**src/rtl/cordic_pkg.sv**
```systemverilog
// Shared definitions for the iterative CORDIC core.
//   - cordic_state_e : controller states (idle, iterating, result held)
//   - MODE_ROT/VEC   : operation select (drive z to 0 / drive y to 0)
//   - ATAN_TABLE     : atan(2^-i) as a 32-bit binary angle (2^31 LSB = pi)
//   - atan_angle()   : table entry rescaled to a narrower angle width, rounded
//   - K_GAIN         : CORDIC magnitude growth, for callers pre-scaling operands
package cordic_pkg;

    typedef enum logic [1:0] {
        StIdle,
        StRun,
        StDone
    } cordic_state_e;

    localparam logic MODE_ROT = 1'b0;
    localparam logic MODE_VEC = 1'b1;

    localparam real K_GAIN = 1.646760258121;

    localparam logic [31:0] ATAN_TABLE [32] = '{
        32'd536870912, 32'd316933406, 32'd167458907, 32'd85004756,
        32'd42667331,  32'd21354465,  32'd10679838,  32'd5340245,
        32'd2670163,   32'd1335087,   32'd667544,    32'd333772,
        32'd166886,    32'd83443,     32'd41722,     32'd20861,
        32'd10430,     32'd5215,      32'd2608,      32'd1304,
        32'd652,       32'd326,       32'd163,       32'd81,
        32'd41,        32'd20,        32'd10,        32'd5,
        32'd3,         32'd1,         32'd1,         32'd0
    };

    // Rescale entry idx to a width-bit angle (2^(width-1) LSB = pi), round half up.
    // All entries are positive, so a logical shift equals the arithmetic one.
    function automatic logic [31:0] atan_angle(input int unsigned width, input logic [4:0] idx);
        logic [32:0]  rounded;
        int unsigned  sh;
        sh = 32 - width;
        if (sh == 0) begin
            return ATAN_TABLE[idx];
        end
        rounded = {1'b0, ATAN_TABLE[idx]} + (33'd1 << (sh - 1));
        return 32'(rounded >> sh);
    endfunction

endpackage

```
**src/rtl/cordic_iter_core_if.sv**
```systemverilog
// Operand / result handshake bundle for cordic_iter_core.
//   in_valid/in_ready   : operand handshake (mode, x_in, y_in, z_in)
//   out_valid/out_ready : result handshake (x_out, y_out, z_out)
//   busy                : core is not idle
// master = producer/consumer side, slave = the core.
interface cordic_iter_core_if #(
    parameter int unsigned WIDTH = 16
) ();

    logic                    in_valid;
    logic                    in_ready;
    logic                    mode;
    logic signed [WIDTH-1:0] x_in;
    logic signed [WIDTH-1:0] y_in;
    logic signed [WIDTH-1:0] z_in;
    logic                    out_valid;
    logic                    out_ready;
    logic signed [WIDTH-1:0] x_out;
    logic signed [WIDTH-1:0] y_out;
    logic signed [WIDTH-1:0] z_out;
    logic                    busy;

    modport master (
        output in_valid, mode, x_in, y_in, z_in, out_ready,
        input  in_ready, out_valid, x_out, y_out, z_out, busy
    );

    modport slave (
        input  in_valid, mode, x_in, y_in, z_in, out_ready,
        output in_ready, out_valid, x_out, y_out, z_out, busy
    );

endinterface

```
**src/rtl/cordic_microrot.sv**
```systemverilog
// One combinational CORDIC micro-rotation.
//   x_i, y_i : WIDTH+2-bit signed vector (headroom for gain and negation)
//   z_i      : WIDTH-bit binary angle, wraps mod 2*pi
//   iter_i   : iteration index i (shift amount and atan table index)
//   mode_i   : MODE_ROT steers on sign of z, MODE_VEC steers on sign of y
//   x_o, y_o, z_o : rotated vector and updated angle
module cordic_microrot
    import cordic_pkg::*;
#(
    parameter int unsigned WIDTH = 16,
    parameter int unsigned CntW  = 5
) (
    input  logic signed [WIDTH+1:0] x_i,
    input  logic signed [WIDTH+1:0] y_i,
    input  logic signed [WIDTH-1:0] z_i,
    input  logic        [CntW-1:0]  iter_i,
    input  logic                    mode_i,
    output logic signed [WIDTH+1:0] x_o,
    output logic signed [WIDTH+1:0] y_o,
    output logic signed [WIDTH-1:0] z_o
);

    logic                    sigma_pos;
    logic signed [WIDTH+1:0] x_sh;
    logic signed [WIDTH+1:0] y_sh;
    logic signed [WIDTH-1:0] atan_w;

    always_comb begin
        // sigma = +1: rotate counter-clockwise by atan(2^-i) and subtract it from z
        sigma_pos = (mode_i == MODE_VEC) ? y_i[WIDTH+1] : ~z_i[WIDTH-1];
        x_sh      = x_i >>> iter_i;
        y_sh      = y_i >>> iter_i;
        atan_w    = WIDTH'(atan_angle(WIDTH, 5'(iter_i)));
        if (sigma_pos) begin
            x_o = x_i - y_sh;
            y_o = y_i + x_sh;
            z_o = z_i - atan_w;
        end else begin
            x_o = x_i + y_sh;
            y_o = y_i - x_sh;
            z_o = z_i + atan_w;
        end
    end

endmodule

```
**src/rtl/cordic_iter_core.sv**
```systemverilog
// Iterative CORDIC engine, one micro-rotation per clock, rotation and vectoring modes.
// Quadrant pre-rotation at accept extends the range to +/-pi; x/y results saturate to
// WIDTH bits, z wraps. No gain compensation (magnitude grows by K_GAIN).
//   clk   : rising-edge clock
//   rst_n : asynchronous active-low reset
//   bus   : slave side of cordic_iter_core_if (operand/result handshakes, busy)
module cordic_iter_core
    import cordic_pkg::*;
#(
    parameter int unsigned WIDTH = 16,
    parameter int unsigned ITER  = 14
) (
    input logic               clk,
    input logic               rst_n,
    cordic_iter_core_if.slave bus
);

    localparam int unsigned        CntW     = $clog2(WIDTH + 1);
    localparam logic [CntW-1:0]    LastIter = CntW'(ITER - 1);

    cordic_state_e           state_q, state_d;
    logic [CntW-1:0]         cnt_q, cnt_d;
    logic                    mode_q, mode_d;
    logic signed [WIDTH+1:0] x_q, x_d;
    logic signed [WIDTH+1:0] y_q, y_d;
    logic signed [WIDTH-1:0] z_q, z_d;
    logic signed [WIDTH-1:0] x_out_q, x_out_d;
    logic signed [WIDTH-1:0] y_out_q, y_out_d;
    logic signed [WIDTH-1:0] z_out_q, z_out_d;

    logic signed [WIDTH+1:0] x_nxt;
    logic signed [WIDTH+1:0] y_nxt;
    logic signed [WIDTH-1:0] z_nxt;
    logic signed [WIDTH+1:0] x_ext;
    logic signed [WIDTH+1:0] y_ext;
    logic                    pre_flip;

    // Clamp to WIDTH bits: in range iff the top three bits agree.
    function automatic logic [WIDTH-1:0] saturate(input logic [WIDTH+1:0] v);
        if (v[WIDTH+1:WIDTH-1] == 3'b000 || v[WIDTH+1:WIDTH-1] == 3'b111) begin
            return v[WIDTH-1:0];
        end else if (v[WIDTH+1]) begin
            return {1'b1, {(WIDTH-1){1'b0}}};
        end else begin
            return {1'b0, {(WIDTH-1){1'b1}}};
        end
    endfunction

    cordic_microrot #(
        .WIDTH (WIDTH),
        .CntW  (CntW)
    ) u_microrot (
        .x_i    (x_q),
        .y_i    (y_q),
        .z_i    (z_q),
        .iter_i (cnt_q),
        .mode_i (mode_q),
        .x_o    (x_nxt),
        .y_o    (y_nxt),
        .z_o    (z_nxt)
    );

    always_comb begin
        state_d = state_q;
        cnt_d   = cnt_q;
        mode_d  = mode_q;
        x_d     = x_q;
        y_d     = y_q;
        z_d     = z_q;
        x_out_d = x_out_q;
        y_out_d = y_out_q;
        z_out_d = z_out_q;

        x_ext = {{2{bus.x_in[WIDTH-1]}}, bus.x_in};
        y_ext = {{2{bus.y_in[WIDTH-1]}}, bus.y_in};
        // Rotation: |z| beyond pi/2 (top two bits differ). Vectoring: x in left half-plane.
        // Either way the fix is a half turn: negate x/y and add pi (flip z MSB).
        pre_flip = (bus.mode == MODE_ROT) ? (bus.z_in[WIDTH-1] ^ bus.z_in[WIDTH-2])
                                          : bus.x_in[WIDTH-1];

        unique case (state_q)
            StIdle: begin
                if (bus.in_valid) begin
                    mode_d  = bus.mode;
                    x_d     = pre_flip ? -x_ext : x_ext;
                    y_d     = pre_flip ? -y_ext : y_ext;
                    z_d     = bus.z_in ^ {pre_flip, {(WIDTH-1){1'b0}}};
                    cnt_d   = '0;
                    state_d = StRun;
                end
            end
            StRun: begin
                x_d   = x_nxt;
                y_d   = y_nxt;
                z_d   = z_nxt;
                cnt_d = cnt_q + CntW'(1);
                if (cnt_q == LastIter) begin
                    // Register the final iteration's result directly into the output stage
                    state_d = StDone;
                    cnt_d   = '0;
                    x_out_d = saturate(x_nxt);
                    y_out_d = saturate(y_nxt);
                    z_out_d = z_nxt;
                end
            end
            StDone: begin
                if (bus.out_ready) begin
                    state_d = StIdle;
                end
            end
            default: begin
                state_d = StIdle;
            end
        endcase
    end

    always_ff @(posedge clk or negedge rst_n) begin
        if (!rst_n) begin
            state_q <= StIdle;
            cnt_q   <= '0;
            mode_q  <= MODE_ROT;
            x_q     <= '0;
            y_q     <= '0;
            z_q     <= '0;
            x_out_q <= '0;
            y_out_q <= '0;
            z_out_q <= '0;
        end else begin
            state_q <= state_d;
            cnt_q   <= cnt_d;
            mode_q  <= mode_d;
            x_q     <= x_d;
            y_q     <= y_d;
            z_q     <= z_d;
            x_out_q <= x_out_d;
            y_out_q <= y_out_d;
            z_out_q <= z_out_d;
        end
    end

    assign bus.in_ready  = (state_q == StIdle);
    assign bus.out_valid = (state_q == StDone);
    assign bus.busy      = (state_q != StIdle);
    assign bus.x_out     = x_out_q;
    assign bus.y_out     = y_out_q;
    assign bus.z_out     = z_out_q;

endmodule

```
**src/flat_wrapper.sv**
```systemverilog
// flat-port wrapper written by rule: the top's interface ports become plain ports
module cordic_iter_core_flat import cordic_pkg::*;
#(
    parameter int unsigned WIDTH = 16,
    parameter int unsigned ITER  = 14
)
  (clk, rst_n, bus_in_valid, bus_mode, bus_x_in, bus_y_in, bus_z_in, bus_out_ready, bus_in_ready, bus_out_valid, bus_x_out, bus_y_out, bus_z_out, bus_busy);
  cordic_iter_core_if #(.WIDTH(WIDTH)) bus_i ();
  input logic clk;
  input logic rst_n;
  input wire logic [$bits(bus_i.in_valid)-1:0] bus_in_valid;
  input wire logic [$bits(bus_i.mode)-1:0] bus_mode;
  input wire logic [$bits(bus_i.x_in)-1:0] bus_x_in;
  input wire logic [$bits(bus_i.y_in)-1:0] bus_y_in;
  input wire logic [$bits(bus_i.z_in)-1:0] bus_z_in;
  input wire logic [$bits(bus_i.out_ready)-1:0] bus_out_ready;
  output wire logic [$bits(bus_i.in_ready)-1:0] bus_in_ready;
  output wire logic [$bits(bus_i.out_valid)-1:0] bus_out_valid;
  output wire logic [$bits(bus_i.x_out)-1:0] bus_x_out;
  output wire logic [$bits(bus_i.y_out)-1:0] bus_y_out;
  output wire logic [$bits(bus_i.z_out)-1:0] bus_z_out;
  output wire logic [$bits(bus_i.busy)-1:0] bus_busy;
  assign bus_i.in_valid = bus_in_valid;
  assign bus_i.mode = bus_mode;
  assign bus_i.x_in = bus_x_in;
  assign bus_i.y_in = bus_y_in;
  assign bus_i.z_in = bus_z_in;
  assign bus_i.out_ready = bus_out_ready;
  assign bus_in_ready = bus_i.in_ready;
  assign bus_out_valid = bus_i.out_valid;
  assign bus_x_out = bus_i.x_out;
  assign bus_y_out = bus_i.y_out;
  assign bus_z_out = bus_i.z_out;
  assign bus_busy = bus_i.busy;
  cordic_iter_core #(.WIDTH(WIDTH), .ITER(ITER)) u_core (.clk(clk), .rst_n(rst_n), .bus(bus_i));
endmodule
```
**config.mk**
```make
export PLATFORM = sky130hd
export DESIGN_NAME = cordic_iter_core_flat
export DESIGN_NICKNAME = d
export VERILOG_FILES = /design/src/rtl/cordic_pkg.sv /design/src/rtl/cordic_iter_core_if.sv /design/src/rtl/cordic_microrot.sv /design/src/rtl/cordic_iter_core.sv /design/src/flat_wrapper.sv
export SDC_FILE = /design/constraint.sdc
export NUM_CORES = 1
export LEC_CHECK = 0
export CORE_MARGIN = 1.5
export CORE_UTILIZATION = 60
export CTS_CLUSTER_SIZE = 25
export DETAILED_ROUTE_END_ITERATION = 6
export PLACE_DENSITY = 0.9
export SYNTH_ARGS = -nofsm -noshare
export SYNTH_HDL_FRONTEND = slang
export SYNTH_HIERARCHICAL = 1
export SYNTH_SLANG_ARGS = --single-unit
```
**constraint.sdc**
```tcl
create_clock -name clk -period 14.5 [get_ports clk]
set_clock_uncertainty 0.2 [all_clocks]
set_input_delay 2.175 -clock clk [delete_from_list [all_inputs] [get_ports clk]]
set_output_delay 2.175 -clock clk [all_outputs]
set_load 0.03 [all_outputs]
```
==> results of run 1 <==
## layout by cell type, fill, tap and decap left out, types with 31 or more instances in the layout
cell             count
inv_1               34
nor2_1             139
a21oi_1             96
mux4_2              31
a22oi_1             48
dfrtp_1            106
o21ai_1             85
xnor2_1             57
ha_1                62
o21ai_0             86
nand2_1            170
nor2b_1             38
xor2_1              60
clkdlybuf4s50_1    102
## layer usage
layer	up-vias	GRT usage, %	part of all wire, %	routed length [um]
li1	5383	-	-	-
met1	5463	44.4	40	13900
met2	639	55.0	46	15800
met3	112	7.65	9.9	3420
met4	0	15.9	4.3	1510
met5	-	0	0	0
## registers in the layout, indices dropped and copies added, names as in the netlist
signal,flops
u_core/z_q,16
u_core/bus.x_out,16
u_core/x_q,18
u_core/mode_q,1
u_core/bus.y_out,16
u_core/state_q,2
u_core/cnt_q,5
u_core/y_q,18
u_core/bus.z_out,16
## metrics by stage
step                instance area [um^2]  instances  hold WS, ns  util (%)  setup WS (ns)
finish                             13200       1765        0.292      68.1           7.70
global route                       13200       1765        0.303      68.1           7.11
CTS                                13200       1765        0.297      68.1           7.78
detailed placement                 12900       1749        0.278      66.5           7.80
global placement                   12900       1749        0.268      66.5           8.03
floorplan                          11800       1450        0.294         -           9.15
## critical path, stage by stage, from the launching register on
cell and delay [ns]:
dfrtp_2 0.34, buf_4 0.68, mux4_1 0.69, mux2_4 0.29, o211ai_1 0.19, o31a_1 0.20
ha_1 0.23, nor2_1 0.12, a21oi_1 0.10, fa_1 0.49, a21o_1 0.19, a21oi_1 0.21
nor2b_1 0.07, o21a_1 0.20, o41ai_1 0.51, o211ai_1 0.24, nand4_1 0.13, nand3_1 0.78
a221oi_1 0.58, o22a_1 0.18, a21oi_1 0.04
## cells by family (layout without fill, tap and decap cells)
| logic type | Yosys count | count (layout) |
|---|---|---|
| AND/OR/NAND/NOR | 490 | 490 |
| AO/OA/AOI/OAI | 449 | 449 |
| buffers and inverters | 125 | 175 |
| XOR/XNOR | 121 | 121 |
| flip-flops | 108 | 108 |
| multiplexers | 92 | 92 |
| adder cells (fa/ha/maj) | 65 | 65 |
## final timing paths
check                           slack [ns]  cells past startpoint                        startpoint                               end
min in group asynchronous             1.57                      1                             rst_n   u_core/bus.y_out[3]$_DFFE_PN0P_
max in group asynchronous            11.26                      2                             rst_n   u_core/bus.x_out[4]$_DFFE_PN0P_
worst min-delay path                  0.29                      2  u_core/bus.y_out[14]$_DFFE_PN0P_  u_core/bus.y_out[14]$_DFFE_PN0P_
worst min register to register        0.29                      2  u_core/bus.y_out[14]$_DFFE_PN0P_  u_core/bus.y_out[14]$_DFFE_PN0P_
worst max register to register        7.70                     20       u_core/cnt_q[0]$_DFFE_PN0P_        u_core/y_q[16]$_DFFE_PN0P_
worst max-delay path                  7.70                     20       u_core/cnt_q[0]$_DFFE_PN0P_        u_core/y_q[16]$_DFFE_PN0P_
## area by class of cell
| cell class | count | area (um^2) | share of cell area, % |
|---|---|---|---|
| sequential | 108 | 2710 | 20.5 |
| timing repair buffer | 123 | 1180 | 8.95 |
| clock inverter | 6 | 63.8 | 0.485 |
| clock buffer | 10 | 239 | 1.82 |
| inverter | 36 | 135 | 1.03 |
| tap | 265 | 332 | 2.52 |
| multi-input combinational | 1217 | 8510 | 64.7 |
==> impl_metrics.yaml, run 1 <==
logic_synthesis:
  netlist_instances: 1450
  top_post_synthesis_cells_by_count: "nand2_1 (170), nor2_1 (139), dfrtp_1 (108)"
  synth_cell_type_count: 92
  synthesized_flop_and_latch_total: 108
  synth_warnings: 6
  postSynth.topFlopCell: "dfrtp_1"
  fraction_of_the_mapped_netlist_area_in_adder_cells_pct: 7.10
  largest_family_of_logic_cells_by_synthesized_area: "compound AO/OA/AOI/OAI gates"
  netlist.area_leader.share_pct: 23.0
  post_synthesis_simple_gate_area_fraction_pct: 19.5
  post_synth_main_area_contributors: "dfrtp_1 (23%), ha_1 (6.6%), mux4_2 (5.9%)"
  synth_enable_flop_cells: 0
  synth_seq_area_share_pct: 23.0
  synth_area_in_xor_xnor_pct: 9.25
  synthArstFlopShare_pct: 100
  synth_fp_nets: 1568
  syn_avg_cell_area_um2: 8.11
  synth_top_area_cell: "dfrtp_1"
  synth.most_common_cell: "nand2_1"
  yosys-mux-area-fraction_pct: 12.3
  syn_area_um2: 11800
  synth_compound_area_share_pct: 23.9
floorplan:
  fp.dieW_um: 143
  floorplan.initialDensity_pct: 60.9
  ioPinCount: 104
  row_count: 51
  dieArea_um2: 20500
  die_h_um: 143
  core_region_area_um2: 19300
finish:
  final_layout_size_suffix_gt1_share_pct: 7.13
  nFillCells: 1550
  number_of_diodes_added_for_antenna_fixing: 0
  number_of_nets_in_the_layout: 1613
  area_growth_pct: 11.9
setup_path:
  start_kind: "flip-flop"
  cp_max_fo: 63
  cp-end-kind: "flip-flop"
  critical_path_required_ns: 14.56
  path_class: "reg -> reg"
  worst_ep_arrival_time_ns: 6.86
route:
  drt_pass1_iterations: 6
  drtIter0Drc: 1388
  antenna_violating_nets_post_route: 0
  drt_drc_violations_left: 0
  wl_per_cell_um: 19.7
  drt-total-wl_um: 34700
  routed-via-count: 11597
  route.detailed.vias_per_inst: 6.57
timing:
  unrepaired_setup_endpoints_after_global_routing: "no"
  final_min_period_over_clock_period_pct: 46.9
  final_hold_fails: 0
  setup_viol_count_final: 0
  drv_slew: 0
  worst_slew_margin_rel_pct: 14.9
  period_needed_ns: 6.80
  final.setup.tns_ns: 0
  max_clock_freq_mhz: 147
  worst-slew-pin-transition_ns: 1.27
clock_network:
  cts_resized: 0
  number_of_buffers_inserted_for_hold_repair_after_clock_tree_synthesis: 0
  cts_setup_buffers: 0
  clock_sinks: 108
  cts-htree-levels: 3
  cts.path.max_buffers: 2
  cts.clk_slew.worst_paths_ns: 0.09
  cts_root_buf: "clkbuf_16"
  cts-buffers-inserted: 9
  worstSkewPairLatency_ns: 0.37
  cts_tree: "built"
run_status:
  outcome: "finished, final reports clean"
grt:
  number_of_antenna_violations_at_the_first_check_in_global_routing: 0
  grt_first_pass_wirelength_um: 55500
  groute.usage.overall_pct: 34.4
  global_route.overflow_total: 0
  grt_start_max_net_pins: 80
  first_global_vias: 10908
min_path:
  worstHoldPathType: "reg -> reg"
placed_design:
  hpwlAfterDp_um: 24600
  final_weighted_congestion_in_routability_driven_placement: 0.996
  port_buffers: 103
flow_run:
  cap_violations: 0
Power of run 1 is left out: the tool's default activity adds up to more than one toggle a clock period on the data nets, which glitch-free logic cannot reach.
==> run 2, diff against run 1 <==
--- a/config.mk
+++ b/config.mk
@@ -6,10 +6,10 @@
 export NUM_CORES = 1
 export LEC_CHECK = 0
 export CORE_MARGIN = 1.5
-export CORE_UTILIZATION = 60
+export CORE_UTILIZATION = 54
 export CTS_CLUSTER_SIZE = 25
 export DETAILED_ROUTE_END_ITERATION = 6
-export PLACE_DENSITY = 0.9
+export PLACE_DENSITY = 0.85
 export SYNTH_ARGS = -nofsm -noshare
 export SYNTH_HDL_FRONTEND = slang
 export SYNTH_HIERARCHICAL = 1
==> constraint.sdc (replaced) <==
create_clock -name clk -period 6.1 [get_ports clk]
set_clock_uncertainty 0.2 [all_clocks]
set_input_delay 0.915 -clock clk [delete_from_list [all_inputs] [get_ports clk]]
set_output_delay 0.915 -clock clk [all_outputs]
set_load 0.03 [all_outputs]
==> impl_metrics.yaml, run 2 (synthesized netlist as in run 1, its figures left out) <==
grt:
  first_global_vias: 11067
  groute.usage.overall_pct: 31.8
  grt_start_max_net_pins: 58
  grt_first_pass_wirelength_um: 56900
  global_route.overflow_total: 0
  number_of_antenna_violations_at_the_first_check_in_global_routing: 0
placed_design:
  hpwlAfterDp_um: 26400
  port_buffers: 103
  final_weighted_congestion_in_routability_driven_placement: 1.00
  pre_cts_slack_ns: 0.102
finish:
  final_common_cell: "nand2_1"
  final_layout_size_suffix_gt1_share_pct: 9.65
  mostFrequentLayoutCells: "nand2_1 (170), nor2_1 (139), dfrtp_1 (105)"
  largestRegisters: "u_core/x_q (18), u_core/y_q (18)"
  sequential_cell_area_um2: 2710
  nFillCells: 1810
  number_of_diodes_added_for_antenna_fixing: 0
  area_growth_pct: 15.0
  multiInputGateArea_um2: 8560
  number_of_nets_in_the_layout: 1646
timing:
  final_hold_fails: 0
  worst_slew_margin_rel_pct: 28.7
  setup_viol_count_final: 0
  final_min_period_over_clock_period_pct: 95.5
  period_needed_ns: 5.83
  fin_ws_ns: 0.275
  worst-slew-pin-transition_ns: 1.07
  max_clock_freq_mhz: 172
  drv_slew: 0
  final.hold.worst_slack_ns: 0.286
setup_path:
  cp_max_fo: 20
  timing.critical_path.mode_cell: "ha_1"
  worst_ep_arrival_time_ns: 5.88
  crit_path_top_delay_cell: "dfrtp_4"
  cp-end-kind: "flip-flop"
  critical-path-max-stage-delay_ns: 0.58
  start_kind: "flip-flop"
  path_class: "reg -> reg"
  critical_path_required_ns: 6.16
  worstPathCellList: "buf_12 -> buf_4 -> ha_1 -> mux4_2 -> and2_1 -> ha_1 -> xnor2_1 -> and2_0 -> nor2_1 -> a21oi_1 -> a22oi_1 -> xnor2_1 -> ha_1 -> o21a_1 -> o31a_1 -> o211ai_1 -> a21oi_1 -> nor2_1 -> a211oi_1 -> a31oi_1 -> xor3_1 -> mux2_1"
clock_network:
  cts-buffers-inserted: 9
  number_of_buffers_inserted_for_hold_repair_after_clock_tree_synthesis: 0
  cts_root_buf: "clkbuf_16"
  clock_sinks: 108
  cts-htree-levels: 3
  cts.path.max_buffers: 2
  cts.clk_slew.worst_paths_ns: 0.09
  cts_tree: "built"
  worstSkewPairLatency_ns: 0.37
min_path:
  worstHoldPathType: "reg -> reg"
route:
  route.detailed.vias_per_inst: 6.51
  drt_drc_violations_left: 0
  drtIter0Drc: 1082
  wl_per_cell_um: 19.8
  antenna_violating_nets_post_route: 0
  drt-total-wl_um: 35800
  drt_pass1_iterations: 6
  routed-via-count: 11774
floorplan:
  floorplan.initialDensity_pct: 55.4
  ioPinCount: 104
  dieArea_um2: 22700
  core_region_area_um2: 21200
  die_h_um: 151
  row_count: 53
  fp.dieW_um: 151
run_status:
  outcome: "finished, final reports clean"
flow_run:
  cap_violations: 0
run 2: layout make-up:
type                       instances  area share [%]
multi-input combinational       1217            63.2
sequential                       108            20.0
timing repair buffer             156            10.9
tap                              275            2.54
clock buffer                      10            1.77
inverter                          36           0.999
clock inverter                     6           0.481
run 2: critical path, delay by kind of cell (launching register included):
family	cells	cell delay, ns
buffers and inverters	2	0.37
XOR/XNOR	3	0.79
adder cells (fa/ha/maj)	3	0.80
flip-flops	1	0.58
AO/OA/AOI/OAI	8	1.47
AND/OR/NAND/NOR	4	0.71
multiplexers	2	0.80
run 2: final timing paths:
path                       cells past startpoint                                to                       startpoint  slack, ns
min in group asynchronous                      1        u_core/z_q[15]$_DFFE_PN0P_                            rst_n       0.44
max reg2reg                                   22  u_core/bus.z_out[15]$_DFFE_PN0P_      u_core/cnt_q[0]$_DFFE_PN0P_       0.27
max                                           22  u_core/bus.z_out[15]$_DFFE_PN0P_      u_core/cnt_q[0]$_DFFE_PN0P_       0.27
min reg2reg                                    2   u_core/bus.y_out[4]$_DFFE_PN0P_  u_core/bus.y_out[4]$_DFFE_PN0P_       0.29
max in group asynchronous                      2         u_core/y_q[6]$_DFFE_PN0P_                            rst_n       4.08
min                                            2   u_core/bus.y_out[4]$_DFFE_PN0P_  u_core/bus.y_out[4]$_DFFE_PN0P_       0.29
run 2: metal layers:
metal	wire [um]	vias up	GRT usage, %
li1	-	5445	-
met1	14200	5538	40.9
met2	16200	663	51.1
met3	3780	128	7.73
met4	1590	0	12.8
met5	0	-	0
run 2: stage by stage:
step / setup TNS, ns / cells / instance area [um^2] / utilization (%)
after floorplan: 0 / 1450 / 11800 / -
after global placement: 0 / 1791 / 13200 / 62.0
after detailed placement: 0 / 1791 / 13200 / 62.0
after CTS: 0 / 1807 / 13500 / 63.5
after global routing: -0.0325 / 1808 / 13500 / 63.7
final: 0 / 1808 / 13500 / 63.7
run 2: what timing repair did:
| item | 4_1_cts | 5_1_grt |
|---|---|---|
| resized for setup | 0 | 12 |
| buffers inserted | 0 | 1 |
| endpoints found under the hold margin | 0 | 0 |
| setup endpoints to repair | 0 | 41 |
Power of run 2 is left out for the same reason.
